$ cat config.mk
export PLATFORM = sky130hd
export DESIGN_NAME = arm7_fetch_unit
export DESIGN_NICKNAME = d
export VERILOG_FILES = /design/src/rtl/arm7_pkg.sv /design/src/rtl/fetch_fifo.sv /design/src/rtl/arm7_fetch_unit.sv
export SDC_FILE = /design/constraint.sdc
export NUM_CORES = 1
export LEC_CHECK = 0
export CORE_ASPECT_RATIO = 0.5
export CORE_MARGIN = 4
export CORE_UTILIZATION = 50
export CTS_BUF_LIST = sky130_fd_sc_hd__clkbuf_4
export CTS_CLUSTER_SIZE = 40
export DETAILED_ROUTE_END_ITERATION = 7
export PLACE_DENSITY = 0.7
export SKIP_CTS_REPAIR_TIMING = 1
export SLEW_MARGIN = 20
export SYNTH_ARGS = -nofsm -noshare
export SYNTH_HDL_FRONTEND = slang
export SYNTH_SLANG_ARGS = --single-unit
export TNS_END_PERCENT = 30
$ cat constraint.sdc
create_clock -name clk -period 10.8 [get_ports clk]
set_input_delay 1.62 -clock clk [delete_from_list [all_inputs] [get_ports clk]]
set_output_delay 1.62 -clock clk [all_outputs]
set_load 0.005 [all_outputs]
$ cat src/rtl/arm7_pkg.sv
// rtl/arm7_pkg.sv - shared widths, fetch FSM states and address helpers for the fetch stage
package arm7_pkg;
  localparam int INSTR_W = 32;
  localparam int ADDR_W  = 32;
  localparam logic [ADDR_W-1:0] WORD_INC = 32'd4;

  typedef enum logic [1:0] {
    F_IDLE,
    F_WAIT,
    F_DROP
  } fetch_state_e;

  function automatic logic [ADDR_W-1:0] word_align(input logic [ADDR_W-1:0] addr);
    return addr & ~ADDR_W'(3);
  endfunction
endpackage

$ cat src/rtl/fetch_fifo.sv
// rtl/fetch_fifo.sv - prefetch queue storage: synchronous FIFO whose flush overrides push and pop
module fetch_fifo #(
  parameter int DEPTH = 4,
  parameter int WIDTH = 64
) (
  input  logic                   clk,
  input  logic                   rst,
  input  logic                   push_i,
  input  logic                   pop_i,
  input  logic                   flush_i,
  input  logic [WIDTH-1:0]       wdata_i,
  output logic [WIDTH-1:0]       rdata_o,
  output logic [$clog2(DEPTH):0] count_o,
  output logic                   empty_o,
  output logic                   full_o
);
  localparam int AW = $clog2(DEPTH);
  localparam int CW = AW + 1;

  logic [WIDTH-1:0] mem_q [DEPTH];
  logic [AW-1:0]    wr_ptr_q, rd_ptr_q;
  logic [CW-1:0]    count_q;
  logic             do_push, do_pop;

  assign do_push = push_i && !full_o && !flush_i;
  assign do_pop  = pop_i && !empty_o && !flush_i;
  assign count_o = count_q;
  assign empty_o = (count_q == '0);
  assign full_o  = (count_q == CW'(DEPTH));
  assign rdata_o = mem_q[rd_ptr_q];

  always_ff @(posedge clk) begin
    if (do_push) mem_q[wr_ptr_q] <= wdata_i;
  end

  always_ff @(posedge clk or negedge rst) begin
    if (!rst) begin
      wr_ptr_q <= '0;
      rd_ptr_q <= '0;
      count_q  <= '0;
    end else if (flush_i) begin
      wr_ptr_q <= '0;
      rd_ptr_q <= '0;
      count_q  <= '0;
    end else begin
      if (do_push) wr_ptr_q <= wr_ptr_q + AW'(1);
      if (do_pop)  rd_ptr_q <= rd_ptr_q + AW'(1);
      if (do_push && !do_pop)      count_q <= count_q + CW'(1);
      else if (do_pop && !do_push) count_q <= count_q - CW'(1);
    end
  end
endmodule

$ cat src/rtl/arm7_fetch_unit.sv
// rtl/arm7_fetch_unit.sv - instruction fetch stage: request FSM, fetch PC and prefetch queue
module arm7_fetch_unit import arm7_pkg::*; #(
  parameter int                DEPTH    = 4,
  parameter logic [ADDR_W-1:0] RESET_PC = 32'h0000_0000
) (
  input  logic               clk,
  input  logic               rst,
  input  logic               br_taken,
  input  logic [ADDR_W-1:0]  br_target,
  output logic               imem_req,
  output logic [ADDR_W-1:0]  imem_addr,
  input  logic               imem_ack,
  input  logic [INSTR_W-1:0] imem_rdata,
  output logic               if_valid,
  output logic [INSTR_W-1:0] if_instr,
  output logic [ADDR_W-1:0]  if_pc4,
  input  logic               if_ready
);
  localparam int CW = $clog2(DEPTH) + 1;

  fetch_state_e              state_q;
  logic [ADDR_W-1:0]         fetch_pc_q, req_addr_q, pc_plus4;
  logic                      run_q, can_req;
  logic                      fifo_push, fifo_pop, fifo_empty, fifo_full;
  logic [CW-1:0]             fifo_count;
  logic [INSTR_W+ADDR_W-1:0] fifo_rdata;

  assign pc_plus4 = fetch_pc_q + WORD_INC;
  // run_q keeps the bus quiet during reset and for the first cycle after release.
  assign can_req  = run_q && (fifo_count < CW'(DEPTH));

  always_comb begin
    imem_req  = 1'b0;
    imem_addr = fetch_pc_q;
    case (state_q)
      F_IDLE: imem_req = can_req && !br_taken;
      F_WAIT, F_DROP: begin
        imem_req  = 1'b1;
        imem_addr = req_addr_q;
      end
      default: imem_req = 1'b0;
    endcase
  end

  // A response is kept only for a live request with no branch in the same cycle.
  assign fifo_push = imem_ack && !br_taken && !fifo_full &&
                     ((state_q == F_IDLE && imem_req) || state_q == F_WAIT);
  assign fifo_pop  = if_valid && if_ready;

  always_ff @(posedge clk or negedge rst) begin
    if (!rst) begin
      state_q    <= F_IDLE;
      fetch_pc_q <= RESET_PC;
      req_addr_q <= RESET_PC;
      run_q      <= 1'b0;
    end else begin
      run_q <= 1'b1;
      if (br_taken)       fetch_pc_q <= word_align(br_target);
      else if (fifo_push) fetch_pc_q <= pc_plus4;
      case (state_q)
        F_IDLE: begin
          if (imem_req && !imem_ack) begin
            state_q    <= F_WAIT;
            req_addr_q <= fetch_pc_q;
          end
        end
        F_WAIT: begin
          if (imem_ack)      state_q <= F_IDLE;
          else if (br_taken) state_q <= F_DROP;
        end
        F_DROP: begin
          if (imem_ack) state_q <= F_IDLE;
        end
        default: state_q <= F_IDLE;
      endcase
    end
  end

  fetch_fifo #(
    .DEPTH (DEPTH),
    .WIDTH (INSTR_W + ADDR_W)
  ) u_fifo (
    .clk     (clk),
    .rst     (rst),
    .push_i  (fifo_push),
    .pop_i   (fifo_pop),
    .flush_i (br_taken),
    .wdata_i ({imem_rdata, pc_plus4}),
    .rdata_o (fifo_rdata),
    .count_o (fifo_count),
    .empty_o (fifo_empty),
    .full_o  (fifo_full)
  );

  assign if_valid = !fifo_empty;
  assign if_instr = fifo_empty ? '0 : fifo_rdata[INSTR_W+ADDR_W-1:ADDR_W];
  assign if_pc4   = fifo_empty ? '0 : fifo_rdata[ADDR_W-1:0];
endmodule

==> qor.yml, run 1 <==
synth:
  yosys_warnings: 0
  synth-edff-count: 248
  async_flop_share_pct: 22.0
  syn_inst: 843
  synth_top_area_share_pct: 54.3
  syn_avg_cell_area_um2: 16.3
  ys.flop_type: "edfxtp_1"
  post_synth_main_area_contributors: "edfxtp_1, dfrtp_1, mux4_2, mux2_2, and2_1"
  yosysSeqAreaShare_pct: 67.0
  synth_area_um2: 13700
  synth_cell_types: 57
  synth-seq-cells: 318
  synth_area_leader_cell: "edfxtp_1"
power_and_ir_drop:
  clkPwrFrac_pct: 24.6
  p_comb_share_pct: 34.1
  swShare_pct: 30.1
  power_density_nw_per_um2: 233
  p_sw_uw: 1150
  ir_drop_mv: 0.135
  p_int_uw: 2690
  seqPwrFrac_pct: 41.2
  power.total_uw: 3840
  power.leakage_uw: 0.00568
worst_setup_path:
  endpoint_kind: "output port"
  required_ns: 9.18
  worstReg2RegEnd: "u_fifo.mem_q[1][44]"
  reg2regPathDepth: 10
  cp_max_fo: 47
  timing.rr.start: "state_q[0]"
  start_kind: "flip-flop"
  setup.worst_path.end: "if_instr[31]"
  cp-startpoint: "u_fifo.rd_ptr_q[0]"
  r2r_slack_ns: 6.80
  arrival_ns: 3.48
  crit_type: "reg -> out"
clocking:
  cts.clk_slew.worst_paths_ns: 0.07
  cts_buffers: 74
  cts_tree: "yes"
  clk_latency_ns: 0.74
  clockBufferDepth: 3
  cts.sink_count: 318
  h-tree-depth: 3
  cts-root-buf: "clkbuf_4"
floorplan:
  start_util_pct: 51.3
  die-area_um2: 30300
  rows: 42
  die_h_um: 125
  die_w_um: 242
  ios: 167
  core_area_um2: 26700
finish:
  nFillCells: 2030
  area.growth.synth_to_final_pct: 20.3
  final_common_cell: "edfxtp_1"
  layout_common_cells: "edfxtp_1, clkdlybuf4s50_1, clkbuf_4"
  final_nets: 1117
  drive_above_1_share_pct: 23.5
placed_design:
  dpl.hpwl_um: 18200
  gp_congestion: 0.838
  portBuffers: 160
timing:
  period_minus_slack_ns: 5.10
  tightest_slew_ns: 0.981
  hold_violations: 0
  final-setup-viol-count: 0
  relSlewSlack_pct: 34.6
  fin_tns_setup_ns: 0
  timing.final.max_slew_violations: 0
  max_freq_mhz: 196
  rsz0062_at_grt: "no"
  clock_skew_ns: 0.0482
  finalCritPeriodShare_pct: 47.2
grt:
  grt_antenna_before_repair: 2
  grt_max_degree: 71
  grt_usage_pct: 20.7
  grt_pass1_wl_um: 48800
  grt_pass1_vias: 8772
  grt.overflow.total: 0
detailed_routing:
  detail-route-antenna-nets: 0
  routed_wl_um: 30800
  drc_errors: 0
  dr.pass1.iters: 5
  drtIter0Drc: 572
  vias: 8215
  vias_per_cell: 5.68
  detail_route.wl_per_cell_um: 21.3
flow_run:
  cap_violations: 0
hold_path:
  holdCritPathClass: "reg -> reg"
outcome:
  status: "finished, final reports clean"
-- kinds of logic after synthesis --
| group | count (synthesis) | share of synthesized area [%] |
|---|---|---|
| flip-flops | 318 | 67.0 |
| AND/OR/NAND/NOR | 213 | 8.52 |
| multiplexers | 113 | 14.3 |
| AO/OA/AOI/OAI | 81 | 4.48 |
| buffers and inverters | 73 | 2.53 |
| XOR/XNOR | 33 | 2.11 |
| adder cells (fa/ha/maj) | 10 | 0.966 |
| other | 2 | 0.0547 |
-- area by class of cell --
cell class | instances | area (µm²) | area share (%)
antenna | 2 | 5.00 | 0.0303
tap | 352 | 440 | 2.67
timing repair buffer | 175 | 1700 | 10.3
inverter | 14 | 52.6 | 0.318
clock buffer | 106 | 796 | 4.82
multi-input combinational | 455 | 4200 | 25.4
sequential | 318 | 9200 | 55.7
clock inverter | 24 | 119 | 0.720
-- flip-flops by register name, indices dropped and copies added (netlist names) --
register,cells
u_fifo.mem_q,248
state_q,2
u_fifo.wr_ptr_q,2
fetch_pc_q,30
run_q,1
req_addr_q,30
u_fifo.rd_ptr_q,2
u_fifo.count_o,3
-- metal layers --
layer	track usage, %	share of wire [%]	wire (µm)
met1	27.7	43	13200
met4	7.47	2.7	823
met3	5.63	6.2	1900
met2	33.1	48	14800
met5	0	0	0
-- cell usage after synthesis (13+ instances only) --
cell type / instances
edfxtp_1: 248
nand3_1: 22
xnor2_1: 24
dfrtp_1: 70
nor2_1: 20
o311ai_0: 32
and2_1: 68
o21ai_0: 21
nand2_1: 57
mux2_2: 48
inv_1: 13
clkbuf_1: 34
mux4_2: 62
-- worst min path at each step --
stage	slack, ns	to	from	depth (start not counted)
finish	0.48	req_addr_q[15]	req_addr_q[15]	2
CTS	0.48	req_addr_q[15]	req_addr_q[15]	2
global placement	0.46	req_addr_q[8]	req_addr_q[8]	2
floorplan	0.45	req_addr_q[15]	req_addr_q[15]	2
global route	0.51	req_addr_q[24]	req_addr_q[24]	2
detailed placement	0.47	req_addr_q[15]	req_addr_q[15]	2
-- metrics by stage --
step / utilization [%] / instances / instance area, µm² / hold WS, ns / worst slack, ns
detailed placement: 58.3 / 1314 / 15600 / 0.470 / 6.04
global route: 61.8 / 1446 / 16500 / 0.512 / 5.35
CTS: 61.7 / 1444 / 16500 / 0.484 / 5.49
finish: 61.8 / 1446 / 16500 / 0.482 / 5.70
global placement: 58.3 / 1314 / 15600 / 0.462 / 6.07
floorplan: - / 846 / 13700 / 0.450 / 6.16
-- worst max-delay path: stages, from the launching register on --
cell             delay [ns]
dfrtp_4                0.68
buf_4                  0.82
mux4_2                 0.60
and2_1                 0.20
clkdlybuf4s50_1        0.45
-- power by group through the flow --
stage | clock [µW] | sequential (µW) | combinational (µW)
after floorplan | 0 | 1560 | 742
after global placement | 0 | 1600 | 1320
after detailed placement | 0 | 1610 | 1330
after CTS | 975 | 1580 | 1340
after global routing | 1050 | 1600 | 1430
final | 947 | 1580 | 1310
Power figures use the tool's default switching activity.
==> run 2, diff against run 1 <==
--- a/config.mk
+++ b/config.mk
@@ -11,7 +11,7 @@
 export CTS_BUF_LIST = sky130_fd_sc_hd__clkbuf_4
 export CTS_CLUSTER_SIZE = 40
 export DETAILED_ROUTE_END_ITERATION = 7
-export PLACE_DENSITY = 0.7
+export PLACE_DENSITY = 0.73
 export SKIP_CTS_REPAIR_TIMING = 1
 export SLEW_MARGIN = 20
 export SYNTH_ARGS = -nofsm -noshare
==> constraint.sdc (replaced) <==
create_clock -name clk -period 4.4 [get_ports clk]
set_input_delay 0.66 -clock clk [delete_from_list [all_inputs] [get_ports clk]]
set_output_delay 0.66 -clock clk [all_outputs]
set_load 0.005 [all_outputs]
==> qor.yml, run 2 (synthesis gave the netlist of run 1 again) <==
finish:
  finalNonFillerCells: 1443  # -0.21%
  top_regs: "u_fifo.mem_q (248), fetch_pc_q (30), req_addr_q (30)"
  final_common_cell: "edfxtp_1"
  final_cell_area_um2: 16600  # +0.67%
  final_nets: 1117  # unchanged
  layout_common_cells: "edfxtp_1, clkdlybuf4s50_1, clkbuf_4"
  largest_register_ffs: 248  # unchanged
  drive_above_1_share_pct: 24.6  # +1.1 points
  regMostFlops: "u_fifo.mem_q"
  area.growth.synth_to_final_pct: 21.1
floorplan:
  die-area_um2: 30300  # unchanged
  die_w_um: 242  # unchanged
  die_h_um: 125  # unchanged
  ios: 167  # unchanged
  start_util_pct: 51.3  # unchanged
  core_area_um2: 26700  # unchanged
  rows: 42  # unchanged
timing:
  finalWorstSetupSlack_ns: 0.678  # -5.03 ns
  max_freq_mhz: 269
  final-setup-viol-count: 0  # unchanged
  timing.final.max_slew_violations: 0  # unchanged
  hold_violations: 0  # unchanged
  period_minus_slack_ns: 3.72
  hold_ws_ns: 0.0700  # -0.412 ns
  finalCritPeriodShare_pct: 84.6
  tightest_slew_ns: 0.942  # -0.0394 ns
  clock_skew_ns: 0.0263  # -0.0220 ns
  rsz0062_at_grt: "no"
  relSlewSlack_pct: 37.2  # +2.6 points
  fin_tns_setup_ns: 0  # unchanged
power_and_ir_drop:
  power.leakage_uw: 0.00572  # +0.85%
  power_density_nw_per_um2: 570  # +150%
  seqPwrFrac_pct: 41.0  # -0.2 points
  p_comb_share_pct: 34.0  # about the same
  p_int_uw: 6700  # +150%
  clkPwrFrac_pct: 25.0  # +0.4 points
  ir_drop_mv: 0.304  # +130%
  swShare_pct: 29.4  # -0.70 points
  p_sw_uw: 2780  # +140%
grt:
  grt_usage_pct: 20.3  # -0.35 points
  grt_max_degree: 64  # -9.9%
  grt.overflow.total: 0  # unchanged
  grt_pass1_vias: 8682  # -1.0%
  grt_antenna_before_repair: 2  # unchanged
  grt_pass1_wl_um: 48000  # -1.7%
worst_setup_path:
  required_ns: 3.74  # -5.44 ns
  start_kind: "flip-flop"
  cp_max_fo: 31  # -34%
  arrival_ns: 3.06  # -0.42 ns
  crit_type: "reg -> out"
  endpoint_kind: "output port"
detailed_routing:
  routed_wl_um: 30500  # -0.94%
  detail_route.wl_per_cell_um: 21.1  # -0.74%
  drtIter0Drc: 643  # +12%
  detail-route-antenna-nets: 0  # unchanged
  vias: 8201  # -0.17%
  dr.pass1.iters: 5  # unchanged
  vias_per_cell: 5.68  # about the same
  drc_errors: 0  # unchanged
clocking:
  cts_tree: "yes"
  cts_buffers: 72  # -2.7%
  h-tree-depth: 3  # unchanged
  clockBufferDepth: 3  # unchanged
  cts.clk_slew.worst_paths_ns: 0.07  # about the same
  clk_latency_ns: 0.73  # about the same
  cts-root-buf: "clkbuf_4"
  cts.sink_count: 318  # unchanged
placed_design:
  post-place-ws_ns: 1.36  # -4.69 ns
  gp_congestion: 0.832  # -0.72%
  dp_cells: 1316  # +0.15%
  dpl.hpwl_um: 18600  # +2.3%
  portBuffers: 160  # unchanged
  placed_area_um2: 15700  # +0.58%
flow_run:
  cap_violations: 0  # unchanged
hold_path:
  holdCritPathClass: "in -> async"
outcome:
  status: "finished, final reports clean"
run 2: cell types whose count changed in the layout (fill, tap and decap cells not counted), sizes merged:
cell    delta
clkbuf    +11
buf        +2
clkinv    -15
inv        -1
run 2: power groups by stage:
stage               sequential, µW  clock (µW)  combinational [µW]
CTS                           3890        2430                3290
finish                        3890        2370                3230
global route                  3930        2590                3490
global placement              3930           0                3220
detailed placement            3960           0                3280
floorplan                     3830           0                1820
run 2: cell type report:
| class | count | area [µm²] |
|---|---|---|
| fillers | 1991 | 10100 |
| flip-flops and latches | 318 | 9200 |
| multi-input cells | 455 | 4200 |
| repair buffers | 177 | 1790 |
| clock buffers | 117 | 878 |
| well taps | 352 | 440 |
| clock inverters | 8 | 57.6 |
| inverters | 14 | 52.6 |
| diodes | 2 | 5.00 |
run 2: per-layer routing:
layer	wire length [µm]	track usage, %
met2	15000	32.9
met5	0	0
met1	12900	26.7
met4	610	7.16
met3	1920	5.93
run 2: path summary, 6_finish.rpt:
path                            slack, ns              to  depth (start not counted)          startpoint
worst min register to register       0.49  req_addr_q[15]                          2      req_addr_q[15]
worst min-delay path                 0.07      state_q[1]                          1                 rst
worst max-delay path                 0.68      if_pc4[24]                          4  u_fifo.rd_ptr_q[0]
worst max register to register       1.60  fetch_pc_q[28]                          6       fetch_pc_q[3]
min in group clk                     0.49  req_addr_q[15]                          2      req_addr_q[15]
max in group asynchronous            3.30  fetch_pc_q[18]                          2                 rst
run 2: per-stage QoR:
step | power [µW] | utilization (%)
after detailed placement | 7230 | 58.7
after global placement | 7150 | 58.7
after floorplan | 5650 | -
final | 9480 | 62.2
after CTS | 9620 | 62.2
after global routing | 10000 | 62.2
run 2: critical path, stage by stage, from the launching register on:
cell and delay [ns]:
dfrtp_4 0.75, buf_12 0.34, mux4_2 0.54, and2_1 0.17, clkdlybuf4s50_1 0.49
==> run 3, diff against run 2 <==
==> constraint.sdc (replaced) <==
create_clock -name clk -period 3.05 [get_ports clk]
set_input_delay 0.4575 -clock clk [delete_from_list [all_inputs] [get_ports clk]]
set_output_delay 0.4575 -clock clk [all_outputs]
set_load 0.005 [all_outputs]
==> qor.yml, run 3 (synthesis gave the netlist of run 1 again) <==
worst_setup_path:
  start_kind: "flip-flop"
  crit_type: "reg -> out"
  crit_chain: "buf_12 -> buf_12 -> mux4_2 -> and2_1 -> clkdlybuf4s50_1"
  endpoint_kind: "output port"
  slowest_delay_ns: 0.50  # -0.25 ns
  path_common_cell: "buf_12"
  slowest_stage: "mux4_2"
  arrival_ns: 2.55  # -0.51 ns
  required_ns: 2.59  # -1.15 ns
  cp_max_fo: 6  # -81%
floorplan:
  rows: 42  # unchanged
  core_area_um2: 26700  # unchanged
  die_w_um: 242  # unchanged
  start_util_pct: 51.3  # unchanged
  ios: 167  # unchanged
  die-area_um2: 30300  # unchanged
  die_h_um: 125  # unchanged
power_and_ir_drop:
  power_density_nw_per_um2: 821  # +44%
  power.leakage_uw: 0.00670  # +17%
  ir_drop_mv: 0.489  # +61%
detailed_routing:
  routed_wl_um: 32900  # +7.7%
  drtIter0Drc: 905  # +41%
  drc_errors: 0  # unchanged
  detail-route-antenna-nets: 0  # unchanged
  detail_route.wl_per_cell_um: 22.3  # +5.2%
  vias: 8481  # +3.4%
  vias_per_cell: 5.74  # +1.0%
  dr.pass1.iters: 5  # unchanged
outcome:
  status: "finished, final reports clean"
clocking:
  clockBufferDepth: 3  # unchanged
  h-tree-depth: 3  # unchanged
  cts_buffers: 72  # unchanged
  clk_latency_ns: 0.68  # -0.05 ns
  cts.clk_slew.worst_paths_ns: 0.08  # about the same
  cts-root-buf: "clkbuf_4"
  cts_tree: "yes"
  cts.sink_count: 318  # unchanged
grt:
  grt_pass1_wl_um: 50000  # +4.1%
  grt_antenna_before_repair: 1  # -1
  grt_max_degree: 69  # +7.8%
  grt.overflow.total: 0  # unchanged
  grt_pass1_vias: 8807  # +1.4%
  grt_usage_pct: 21.2  # +0.81 points
placed_design:
  portBuffers: 160  # unchanged
  dp_cells: 1329  # +0.99%
  gp_congestion: 0.838  # +0.73%
  dpl.hpwl_um: 20100  # +8.1%
  post-place-ws_ns: 0.324  # -1.03 ns
  placed_area_um2: 15900  # +1.1%
timing:
  tightest_slew_ns: 0.777  # -0.165 ns
  max_freq_mhz: 333
  period_minus_slack_ns: 3.01
  finalCritPeriodShare_pct: 98.5
  relSlewSlack_pct: 48.2  # +11 points
  fin_tns_setup_ns: 0  # unchanged
  timing.final.max_slew_violations: 0  # unchanged
  rsz0062_at_grt: "yes"
  hold_violations: 0  # unchanged
  final-setup-viol-count: 0  # unchanged
  clock_skew_ns: 0.0321  # +0.00585 ns
  finalWorstSetupSlack_ns: 0.0449  # -0.633 ns
finish:
  final_common_cell: "edfxtp_1"
  area.growth.synth_to_final_pct: 25.4
  layout_common_cells: "edfxtp_1, clkbuf_4, clkdlybuf4s50_1"
  top_regs: "u_fifo.mem_q (248), fetch_pc_q (30), req_addr_q (30)"
  post-route-util_pct: 64.3  # +2.2 points
  final_nets: 1149  # +2.9%
  largest_register_ffs: 248  # unchanged
  finalNonFillerCells: 1477  # +2.4%
  final_cell_area_um2: 17200  # +3.5%
  regMostFlops: "u_fifo.mem_q"
  drive_above_1_share_pct: 26.3  # +1.7 points
hold_path:
  holdCritPathClass: "in -> reg"
flow_run:
  cap_violations: 0  # unchanged
[run 3: cell count changes in the layout (fill, tap and decap cells not counted), moves of 4 or more]
cell	previous run	this run
clkdlybuf4s50_1	158	109
buf_4	11	25
buf_12	6	18
clkinv_1	5	16
dlymetal6s2s_1	0	48
clkbuf_4	117	110
clkbuf_16	0	4
[run 3: layout make-up]
type	count	area, µm²
fill	1920	9540
sequential	318	9210
multi-input combinational	455	4220
timing repair buffer	209	2390
clock buffer	110	826
tap	352	440
clock inverter	18	72.6
inverter	14	52.6
antenna	1	2.50
[run 3: per-layer routing]
metal / wire length, µm / up-vias / track usage [%]
met5: 0 / - / 0
met4: 891 / 0 / 7.43
met3: 1740 / 69 / 4.84
met2: 16000 / 311 / 34.5
met1: 14200 / 4321 / 28.4
li1: - / 3780 / -
[run 3: metrics by stage]
step	power (µW)	hold WS, ns
floorplan	8150	0.162
global placement	10500	0.462
detailed placement	10600	0.476
CTS	13900	-0.172
global route	14900	0.0841
finish	14100	0.134
[run 3: power by group]
part | switching [µW] | internal (µW) | total (µW)
Clock | 1610 | 1650 | 3250
Combinational | 2340 | 2960 | 5310
Sequential | 302 | 5270 | 5570
Total | 4250 | 9870 | 14100
[run 3: path summary, 6_finish.rpt]
path | startpoint | end | slack [ns] | depth (start not counted)
worst min-delay path | br_taken | fetch_pc_q[19] | 0.13 | 3
min in group asynchronous | rst | state_q[0] | 0.41 | 2
worst max register to register | state_q[0] | u_fifo.mem_q[3][55] | 0.38 | 7
worst max-delay path | u_fifo.rd_ptr_q[0] | if_instr[26] | 0.04 | 5
worst min register to register | req_addr_q[29] | req_addr_q[29] | 0.49 | 2
max in group asynchronous | rst | u_fifo.count_o[2] | 1.83 | 3
[run 3: critical path, delay by kind of cell (launching register included)]
| kind | cells | cell delay [ns] |
|---|---|---|
| and+or+nand+nor | 1 | 0.19 |
| muxes | 1 | 0.50 |
| buffers and inverters | 3 | 0.73 |
| DFF | 1 | 0.48 |
